===== src/rtl/mips_pkg.sv =====
// rtl/mips_pkg.sv - shared mul/div op encodings, default width and unit state type
package mips_pkg;

    localparam int XLEN_DEF = 32;

    typedef enum logic [2:0] {
        MD_MULT  = 3'd0,
        MD_MULTU = 3'd1,
        MD_DIV   = 3'd2,
        MD_DIVU  = 3'd3,
        MD_MTHI  = 3'd4,
        MD_MTLO  = 3'd5
    } md_op_e;

    typedef enum logic {
        ST_IDLE = 1'b0,
        ST_RUN  = 1'b1
    } md_state_e;

endpackage


===== src/rtl/md_iter_core.sv =====
// rtl/md_iter_core.sv - one combinational shift-add (mul) or restoring shift-subtract (div) step
module md_iter_core #(
    parameter int XLEN = 32
) (
    input  logic              is_div,
    input  logic [2*XLEN-1:0] acc,
    input  logic [XLEN-1:0]   opnd,
    output logic [2*XLEN-1:0] acc_next
);
    logic [XLEN:0] sum;
    logic [XLEN:0] rem_sh;
    logic [XLEN:0] diff;

    always_comb begin
        sum    = {1'b0, acc[2*XLEN-1:XLEN]} + (acc[0] ? {1'b0, opnd} : {(XLEN+1){1'b0}});
        // Partial remainder shifted left with the next dividend bit; the extra bit keeps 2*rem+1 exact.
        rem_sh = acc[2*XLEN-1:XLEN-1];
        diff   = rem_sh - {1'b0, opnd};
        if (is_div) begin
            if (diff[XLEN])
                acc_next = {rem_sh[XLEN-1:0], acc[XLEN-2:0], 1'b0};
            else
                acc_next = {diff[XLEN-1:0], acc[XLEN-2:0], 1'b1};
        end else begin
            acc_next = {sum, acc[XLEN-1:1]};
        end
    end

endmodule


===== src/rtl/ex_muldiv_unit.sv =====
// rtl/ex_muldiv_unit.sv - execute-stage iterative MULT/DIV unit with HI/LO registers and stall request
module ex_muldiv_unit
    import mips_pkg::*;
#(
    parameter int XLEN  = XLEN_DEF,
    parameter int CNT_W = 6
) (
    input  logic            clk,
    input  logic            reset,
    input  logic            start,
    input  logic [2:0]      op,
    input  logic [XLEN-1:0] rs_val,
    input  logic [XLEN-1:0] rt_val,
    input  logic            hilo_rd,
    input  logic            flush,
    output logic            stall_req,
    output logic            busy,
    output logic            done,
    output logic            div_zero,
    output logic [XLEN-1:0] hi,
    output logic [XLEN-1:0] lo
);
    md_state_e         state;
    logic [CNT_W-1:0]  cnt;
    logic [2*XLEN-1:0] acc;
    logic [2*XLEN-1:0] acc_next;
    logic [XLEN-1:0]   opnd;
    logic              is_div;
    logic              neg_q;
    logic              neg_r;
    logic              dz;

    logic              is_md_op;
    logic              signed_op;
    logic              is_div_op;
    logic [XLEN-1:0]   abs_a;
    logic [XLEN-1:0]   abs_b;
    logic [2*XLEN-1:0] prod;
    logic [XLEN-1:0]   res_hi;
    logic [XLEN-1:0]   res_lo;

    always_comb begin
        is_md_op  = (op == MD_MULT) || (op == MD_MULTU) || (op == MD_DIV) || (op == MD_DIVU);
        signed_op = (op == MD_MULT) || (op == MD_DIV);
        is_div_op = (op == MD_DIV) || (op == MD_DIVU);
        // Magnitude of the most-negative value wraps to 2^(XLEN-1), which is correct as unsigned.
        abs_a     = (signed_op && rs_val[XLEN-1]) ? -rs_val : rs_val;
        abs_b     = (signed_op && rt_val[XLEN-1]) ? -rt_val : rt_val;
    end

    md_iter_core #(.XLEN(XLEN)) u_iter (
        .is_div   (is_div),
        .acc      (acc),
        .opnd     (opnd),
        .acc_next (acc_next)
    );

    always_comb begin
        prod = neg_q ? -acc_next : acc_next;
        if (dz) begin
            // Divide-by-zero result was preloaded at accept; no iteration applies.
            res_hi = acc[2*XLEN-1:XLEN];
            res_lo = acc[XLEN-1:0];
        end else if (!is_div) begin
            res_hi = prod[2*XLEN-1:XLEN];
            res_lo = prod[XLEN-1:0];
        end else begin
            res_lo = neg_q ? -acc_next[XLEN-1:0] : acc_next[XLEN-1:0];
            res_hi = neg_r ? -acc_next[2*XLEN-1:XLEN] : acc_next[2*XLEN-1:XLEN];
        end
    end

    assign stall_req = busy & (hilo_rd | start);

    always_ff @(posedge clk or posedge reset) begin
        if (reset) begin
            state    <= ST_IDLE;
            cnt      <= '0;
            acc      <= '0;
            opnd     <= '0;
            is_div   <= 1'b0;
            neg_q    <= 1'b0;
            neg_r    <= 1'b0;
            dz       <= 1'b0;
            busy     <= 1'b0;
            done     <= 1'b0;
            div_zero <= 1'b0;
            hi       <= '0;
            lo       <= '0;
        end else begin
            done     <= 1'b0;
            div_zero <= 1'b0;
            case (state)
                ST_IDLE: begin
                    if (start && !flush) begin
                        if (is_md_op) begin
                            is_div <= is_div_op;
                            neg_q  <= signed_op & (rs_val[XLEN-1] ^ rt_val[XLEN-1]);
                            neg_r  <= signed_op & rs_val[XLEN-1];
                            state  <= ST_RUN;
                            busy   <= 1'b1;
                            if (is_div_op && (rt_val == '0)) begin
                                dz   <= 1'b1;
                                cnt  <= '0;
                                acc  <= {rs_val, {XLEN{1'b1}}};
                                opnd <= '0;
                            end else begin
                                dz   <= 1'b0;
                                cnt  <= CNT_W'(XLEN - 1);
                                acc  <= {{XLEN{1'b0}}, (is_div_op ? abs_a : abs_b)};
                                opnd <= is_div_op ? abs_b : abs_a;
                            end
                        end else if (op == MD_MTHI) begin
                            hi <= rs_val;
                        end else if (op == MD_MTLO) begin
                            lo <= rs_val;
                        end
                    end
                end
                ST_RUN: begin
                    if (flush) begin
                        state <= ST_IDLE;
                        busy  <= 1'b0;
                    end else if (cnt == '0) begin
                        hi       <= res_hi;
                        lo       <= res_lo;
                        done     <= 1'b1;
                        div_zero <= dz;
                        state    <= ST_IDLE;
                        busy     <= 1'b0;
                    end else begin
                        acc <= acc_next;
                        cnt <= cnt - CNT_W'(1);
                    end
                end
                default: begin
                    state <= ST_IDLE;
                    busy  <= 1'b0;
                end
            endcase
        end
    end

endmodule

===== config.mk =====
export PLATFORM = sky130hd
export DESIGN_NAME = ex_muldiv_unit
export DESIGN_NICKNAME = d
export VERILOG_FILES = /design/src/rtl/mips_pkg.sv /design/src/rtl/md_iter_core.sv /design/src/rtl/ex_muldiv_unit.sv
export SDC_FILE = /design/constraint.sdc
export NUM_CORES = 1
export LEC_CHECK = 0
export BUFFER_PORTS_ARGS = -buffer_cell sky130_fd_sc_hd__buf_2
export CORE_UTILIZATION = 50
export DETAILED_ROUTE_END_ITERATION = 12
export MAX_ROUTING_LAYER = met4
export PLACE_DENSITY_LB_ADDON = 0.3
export SYNTH_ARGS = -nofsm -noshare
export SYNTH_HDL_FRONTEND = slang
export SYNTH_SLANG_ARGS = --single-unit
export TNS_END_PERCENT = 1

===== constraint.sdc =====
create_clock -name clk -period 6.3 [get_ports clk]
set_clock_uncertainty 0.05 [all_clocks]
set_input_delay 0.315 -clock clk [delete_from_list [all_inputs] [get_ports clk]]
set_output_delay 0.315 -clock clk [all_outputs]
set_load 0.05 [all_outputs]

Word-level counts from Yosys, hierarchy flattened:

Cells that the tools add are included.

* word-level logic and storage cells: 117
* output and inout port bits: 68
* flip-flop bits (word level): 174

* add/subtract/negate cells: 8
* bitwise logic cells: 6
* eq/ne operators: 15
* reduce and logical (&&, ||, !) cells: 18
* mux-type cells: 57

Operators by type and width (number)
* $mux 32: 23
* $mux 64: 8
* $neg 32->32: 4
* $pmux 32 s2: 2
* $pmux 64 s2: 1
* $neg 64->64: 1
* $add 32x33->33: 1
* $sub 33x32->33: 1
* $logic_not 32->1: 1
* $mux 6: 4
* $ne 2x2->1 const B: 8
* $mux 1: 15
* $pmux 6 s2: 1
* $eq 3x2->1 const B: 2
* $eq 3x3->1 const B: 2
* $logic_not 6->1: 1
* $reduce_and 3->1: 2
* $reduce_and 6->1: 1
* $sub 6x1->6 const B: 1
* $logic_or 1x1->1: 5
* $mux 5: 1
* $reduce_and 5->1: 1
* $logic_and 1x1->1: 4
* $pmux 1 s2: 2
* 10 further kinds: 12

Logic depth before layout (Yosys ltp):

* depth after elaboration: 10
* gate-level depth with buffers: 25

Hierarchy:

A second synthesis with hierarchy kept.

* cells, all modules: 2230
* area, all modules: 16799.9 µm²

By module, submodules not included
* ex_muldiv_unit: sequential area each 4354.2 µm², cells an instance 1536, instances 1, area each 12032.8 µm²
* md_iter_core: sequential area each 0.0 µm², cells an instance 694, instances 1, area each 4767.1 µm²

Least setup slack after synthesis:

OpenSTA, ideal clock, no wires.

* kind: register to register
* start: register acc[45]
* end: register hi[26]
* period minus slack after synthesis: 5.586 ns
* library setup time: 0.136 ns
* data required time: 6.114 ns
* buffers on the path: 1
* setup slack: 0.714 ns
* cell stages (with the launch flop): 23
* data arrival time: 5.401 ns
* cell sequence: dfrtp_1 -> ha_1 -> nand2_2 -> o21a_4 -> a2111o_1 -> a2111oi_4 -> o21ai_2 -> clkbuf_1 -> nand2_1 -> nand2_1 -> inv_1 -> ha_1 -> o21ai_0 -> or2_2 -> nor3_1 -> nor4b_1 -> nand3_1 -> nor2_1 -> nor2_1 -> or3_1 -> o31ai_1 -> xor2_1 -> o21ai_0

* cells in the longest elaborated chain, start to end: 10
* elaborated cells between the ends (all ways): 13
* those cells by class: add/sub: 4; mux: 9

Ends and longest elaborated chain
* start, declared: line ex_muldiv_unit.sv:25 `logic [2*XLEN-1:0] acc;`
* start signal, assigned: line ex_muldiv_unit.sv:105 `acc <= {rs_val, {XLEN{1'b1}}};`
* start signal, assigned: line ex_muldiv_unit.sv:110 `acc <= {{XLEN{1'b0}}, (is_div_op ? abs_a : abs_b)};`
* start signal, assigned: line ex_muldiv_unit.sv:132 `acc <= acc_next;`
* $sub 33x32->33: line md_iter_core.sv:18 `diff = rem_sh - {1'b0, opnd};`
* $mux 64: line md_iter_core.sv:20 `if (diff[XLEN])`
* $mux 64 (*): line md_iter_core.sv:19 `if (is_div) begin`
* $neg 64->64 or $neg 32->32 (tied branches): line ex_muldiv_unit.sv:59, ex_muldiv_unit.sv:69
* $mux 64 or $mux 32 (tied branches): line ex_muldiv_unit.sv:59, ex_muldiv_unit.sv:69
* $mux 32 (*): line ex_muldiv_unit.sv:64 `end else if (!is_div) begin`
* $mux 32 (*): line ex_muldiv_unit.sv:60 `if (dz) begin`
* $mux 32 (*): line ex_muldiv_unit.sv:124 `end else if (cnt == '0) begin`
* $mux 32 (*): line ex_muldiv_unit.sv:121 `if (flush) begin`
* $pmux 32 s2 (*): line ex_muldiv_unit.sv:93 `case (state)`
* end signal, assigned: line ex_muldiv_unit.sv:114 `hi <= rs_val;`
* end signal, assigned: line ex_muldiv_unit.sv:125 `hi <= res_hi;`
* end, declared: line ex_muldiv_unit.sv:20 `output logic [XLEN-1:0] hi,`

Mark *: on every way between the ends. The rest lies on a longest branch, timed or not. The select of a mux whose other input is x is not followed.
A chain may end at the register's enable or synchronous reset.

Worst setup path after layout:

Same ends and word-level chain as after synthesis.

==> run metrics <==
Remaining DRCs=0; worst reg-to-reg path cell count=22; count of final setup violators=0; hold depth=2; WP data arrival=6220 ps; ANT nets after route=0; status=finished, final reports clean; Slew Limit Fails=0; Ys Warns=0; Initial DRT Pass Iterations=6; Worst-path clk slew=80 ps; fillcell total=roughly 3300; synthesized area=~17000 sq um; reg-to-reg slack, setup=350 ps; crit path capture type=flip-flop; critical path startpoint category=flip-flop; Die H=between 150 and 200 um; PD cells=409 nW/um^2; maximum vdd drop=0.280 mV; final period utilization=0.944; Total Routing Usage GR=0.467; CP peak stage delay=590 ps; total negative slack=0 ps; CP bufs+invs=2; worst skew pair latency=460 ps; Post-synth ARST share=1.00; # Post-CTS Setup Buffers=0; RSZ-0062 raised after global routing=false; num ports=140; Slowest-stage cell, CP=a2111oi_4; DIE AREA=approximately 35000 sq um; Bufs on Longest Clock Path=2; Worst EP required=6570 ps; Initial Util=0.509; area delta synth->final=11.1%; Seq cells post-synth=roughly 170; post-synth cell types=roughly 90; WL final=80.3 mm; total CTS buffers=17; Mapped Cells=2332; IO buf count=between 100 and 150; Root Driver=clkbuf_16; Static Leak=8.04 nW; routed length per instance=around 28 um; Layout Utilization=0.565; WS Path Type=flip-flop to flip-flop; Seq/Total Area, Yosys=0.255; fmax=between 150 and 200 MHz; Hold EP=done$_DFF_PP0_; max cap viols=0; syn nets=approximately 2500; min Tclk post-route=approximately 6000 ps; relative slew slack=0.194; hold slack=approximately 150 ps; HP Start=flush; EDFF count, synth=0; synthesized area per cell=7.33 sq um; initial antenna violation count=7; die width=187 um; nets=2555; worst slew pin tran=1210 ps; Reg2Reg Capture Point=hi[26]$_DFFE_PP0P_; Std-Cell Rows=between 60 and 70; vias in the first global route=~18000; Max FO, Critical Path=8; core region area=33600 sq um; Final Hold Violating Endpoints=0; grt ovf=0; largest net degree at the start of global routing=76; Main synth FF type=dfrtp_1; crit-path cells=ha_1, nand2_2, o21a_4, a2111o_1, a2111oi_4, o21ai_2, nand2_1, nand2_1, inv_1, ha_1, o21ai_0, or2_2, nor3_1, nor4b_1, buf_4, nand3_1, nor2_1, nor2_1, or3_1, o31ai_1, xor2_1, o21ai_0; share of layout cells above drive strength 1=0.124; Worst setup startpoint=acc[45]$_DFFE_PP0P_; CTS tree=built; cell family with most CP delay=simple AND/OR/NAND/NOR gates; Via density=6.80; vias=19600; RR Startpoint=acc[45]$_DFFE_PP0P_; worst hold-check path type=primary input to flip-flop; 1st-iter DRT viols=2436; GPL Wtd Cong=1.07; DP HPWL=about 60 mm; first-pass GRT wire length=~120 mm; CTS Sinks=174; CTS H-tree depth=4
-- Yosys cell counts, types with 5 or more instances --
cell | instances | area, sq um
o21a_1 | 14 | 105
o211a_1 | 7 | 70.1
o22ai_1 | 10 | 62.6
o31ai_1 | 23 | 173
a311oi_1 | 6 | 52.6
a211o_1 | 9 | 78.8
or2_2 | 7 | 43.8
o211ai_1 | 42 | 315
nor2_1 | 154 | 578
nor3_1 | 59 | 295
inv_1 | 68 | 255
nand2_1 | 344 | 1290
dfrtp_1 | 174 | 4350
a21boi_0 | 6 | 45.0
mux2_2 | 11 | 124
xor2_1 | 70 | 613
mux2i_1 | 44 | 440
clkbuf_1 | 132 | 495
a21o_1 | 26 | 195
nand3b_1 | 5 | 37.5
buf_2 | 5 | 25.0
and3_1 | 24 | 150
o21bai_1 | 10 | 75.1
buf_1 | 8 | 30.0
xnor2_1 | 80 | 701
a22oi_1 | 9 | 67.6
nand3_1 | 67 | 335
a31oi_1 | 43 | 269
nor3b_1 | 6 | 45.0
or4_1 | 8 | 60.1
o221ai_1 | 17 | 149
ha_1 | 70 | 876
nor4_1 | 16 | 100
nand4_1 | 24 | 150
a31o_2 | 8 | 70.1
a21oi_1 | 173 | 866
o41ai_1 | 10 | 87.6
nand2b_1 | 12 | 75.1
and2_1 | 49 | 307
nor2b_1 | 19 | 119
or3_1 | 40 | 250
a211oi_1 | 26 | 195
o21ai_0 | 291 | 1460
a221oi_1 | 20 | 175
-- per-layer routing --
metal  share of wire  routed length [um]  vias up  GRT usage
li1                -                   -     8663          -
met1            0.37               29900     9330      0.550
met2            0.44               34900     1267      0.695
met3           0.096                7740      338     0.0859
met4           0.097                7760        0      0.389
met5               0                   0        -          -
-- state kept, by name, indices dropped and copies added (netlist names) --
signal    count
hi           32
is_div        1
lo           32
dz            1
neg_r         1
cnt           6
done          1
acc          64
div_zero      1
busy          1
opnd         32
state         1
neg_q         1
-- how the worst max path moves through the flow --
stage	endpoint	slack, ps	cells past startpoint
floorplan	hi[26]$_DFFE_PP0P_	710	22
global placement	hi[26]$_DFFE_PP0P_	440	25
detailed placement	hi[26]$_DFFE_PP0P_	430	25
CTS	hi[26]$_DFFE_PP0P_	390	25
global route	hi[26]$_DFFE_PP0P_	4	25
finish	hi[26]$_DFFE_PP0P_	350	22
-- cell usage in the layout, fill, tap and decap left out, drive strengths merged, types with 9 or more instances in the layout --
cell type / instances
xor2: 70
a211oi: 26
and3: 24
a31o: 9
nor2: 155
a31oi: 43
clkbuf: 17
o211ai: 42
o31ai: 23
ha: 70
and2: 49
o21bai: 10
a21oi: 174
o21a: 15
nand3: 67
nand4: 24
mux2: 11
xnor2: 80
o41ai: 11
o21ai: 294
buf: 207
o22ai: 10
nand2: 345
a21o: 26
o221ai: 17
nor4: 17
a221oi: 20
diode: 9
a22oi: 9
or4: 10
or3: 41
dfrtp: 174
nor3: 59
nor2b: 19
a211o: 9
mux2i: 44
nand2b: 12
inv: 76
-- area by class of cell --
class	instances	area, sq um	share of cell area
Clock inverter	15	194	0.0102
Tap cell	448	561	0.0295
Inverter	71	272	0.0143
Sequential cell	174	4360	0.230
Antenna cell	9	22.5	0.00119
Clock buffer	17	425	0.0224
Timing Repair Buffer	208	1220	0.0640
Multi-Input combinational cell	1939	11900	0.629
-- cells by family after synthesis --
logic type / Yosys count / share of synthesized area
xor gates and xnor gates: 150 / 0.0768
DFF: 174 / 0.255
AOI/OAI and AO/OA: 806 / 0.296
adders and majority gates: 72 / 0.0536
and+or+nand+nor: 856 / 0.237
muxes: 55 / 0.0330
buffers and inverters: 219 / 0.0495
-- timing repair --
| item | CTS | global route |
|---|---|---|
| setup endpoints to repair | 0 | 2 |
| hold buffers | 1 | 0 |
| gates resized for setup | 0 | 1 |
| hold endpoints to repair | 43 | 0 |
-- stage by stage --
stage | worst slack [ps] | power (mW) | area (sq um) | cells
6_report | 353 | 7.77 | 19000 | 2881
3_3_place_gp | 439 | 6.43 | 18300 | 2839
3_5_place_dp | 429 | 6.46 | 18300 | 2839
5_1_grt | 3.84 | 8.12 | 19000 | 2876
2_1_floorplan | 714 | 4.89 | 17100 | 2332
4_1_cts | 395 | 7.61 | 19000 | 2872
-- where the power goes --
part,internal [mW],switching (mW),leakage (nW)
clock network,0.576,0.577,0.299
registers,1.43,0.376,2.14
logic,1.52,3.29,5.60
(Power assumes the default switching activity.)
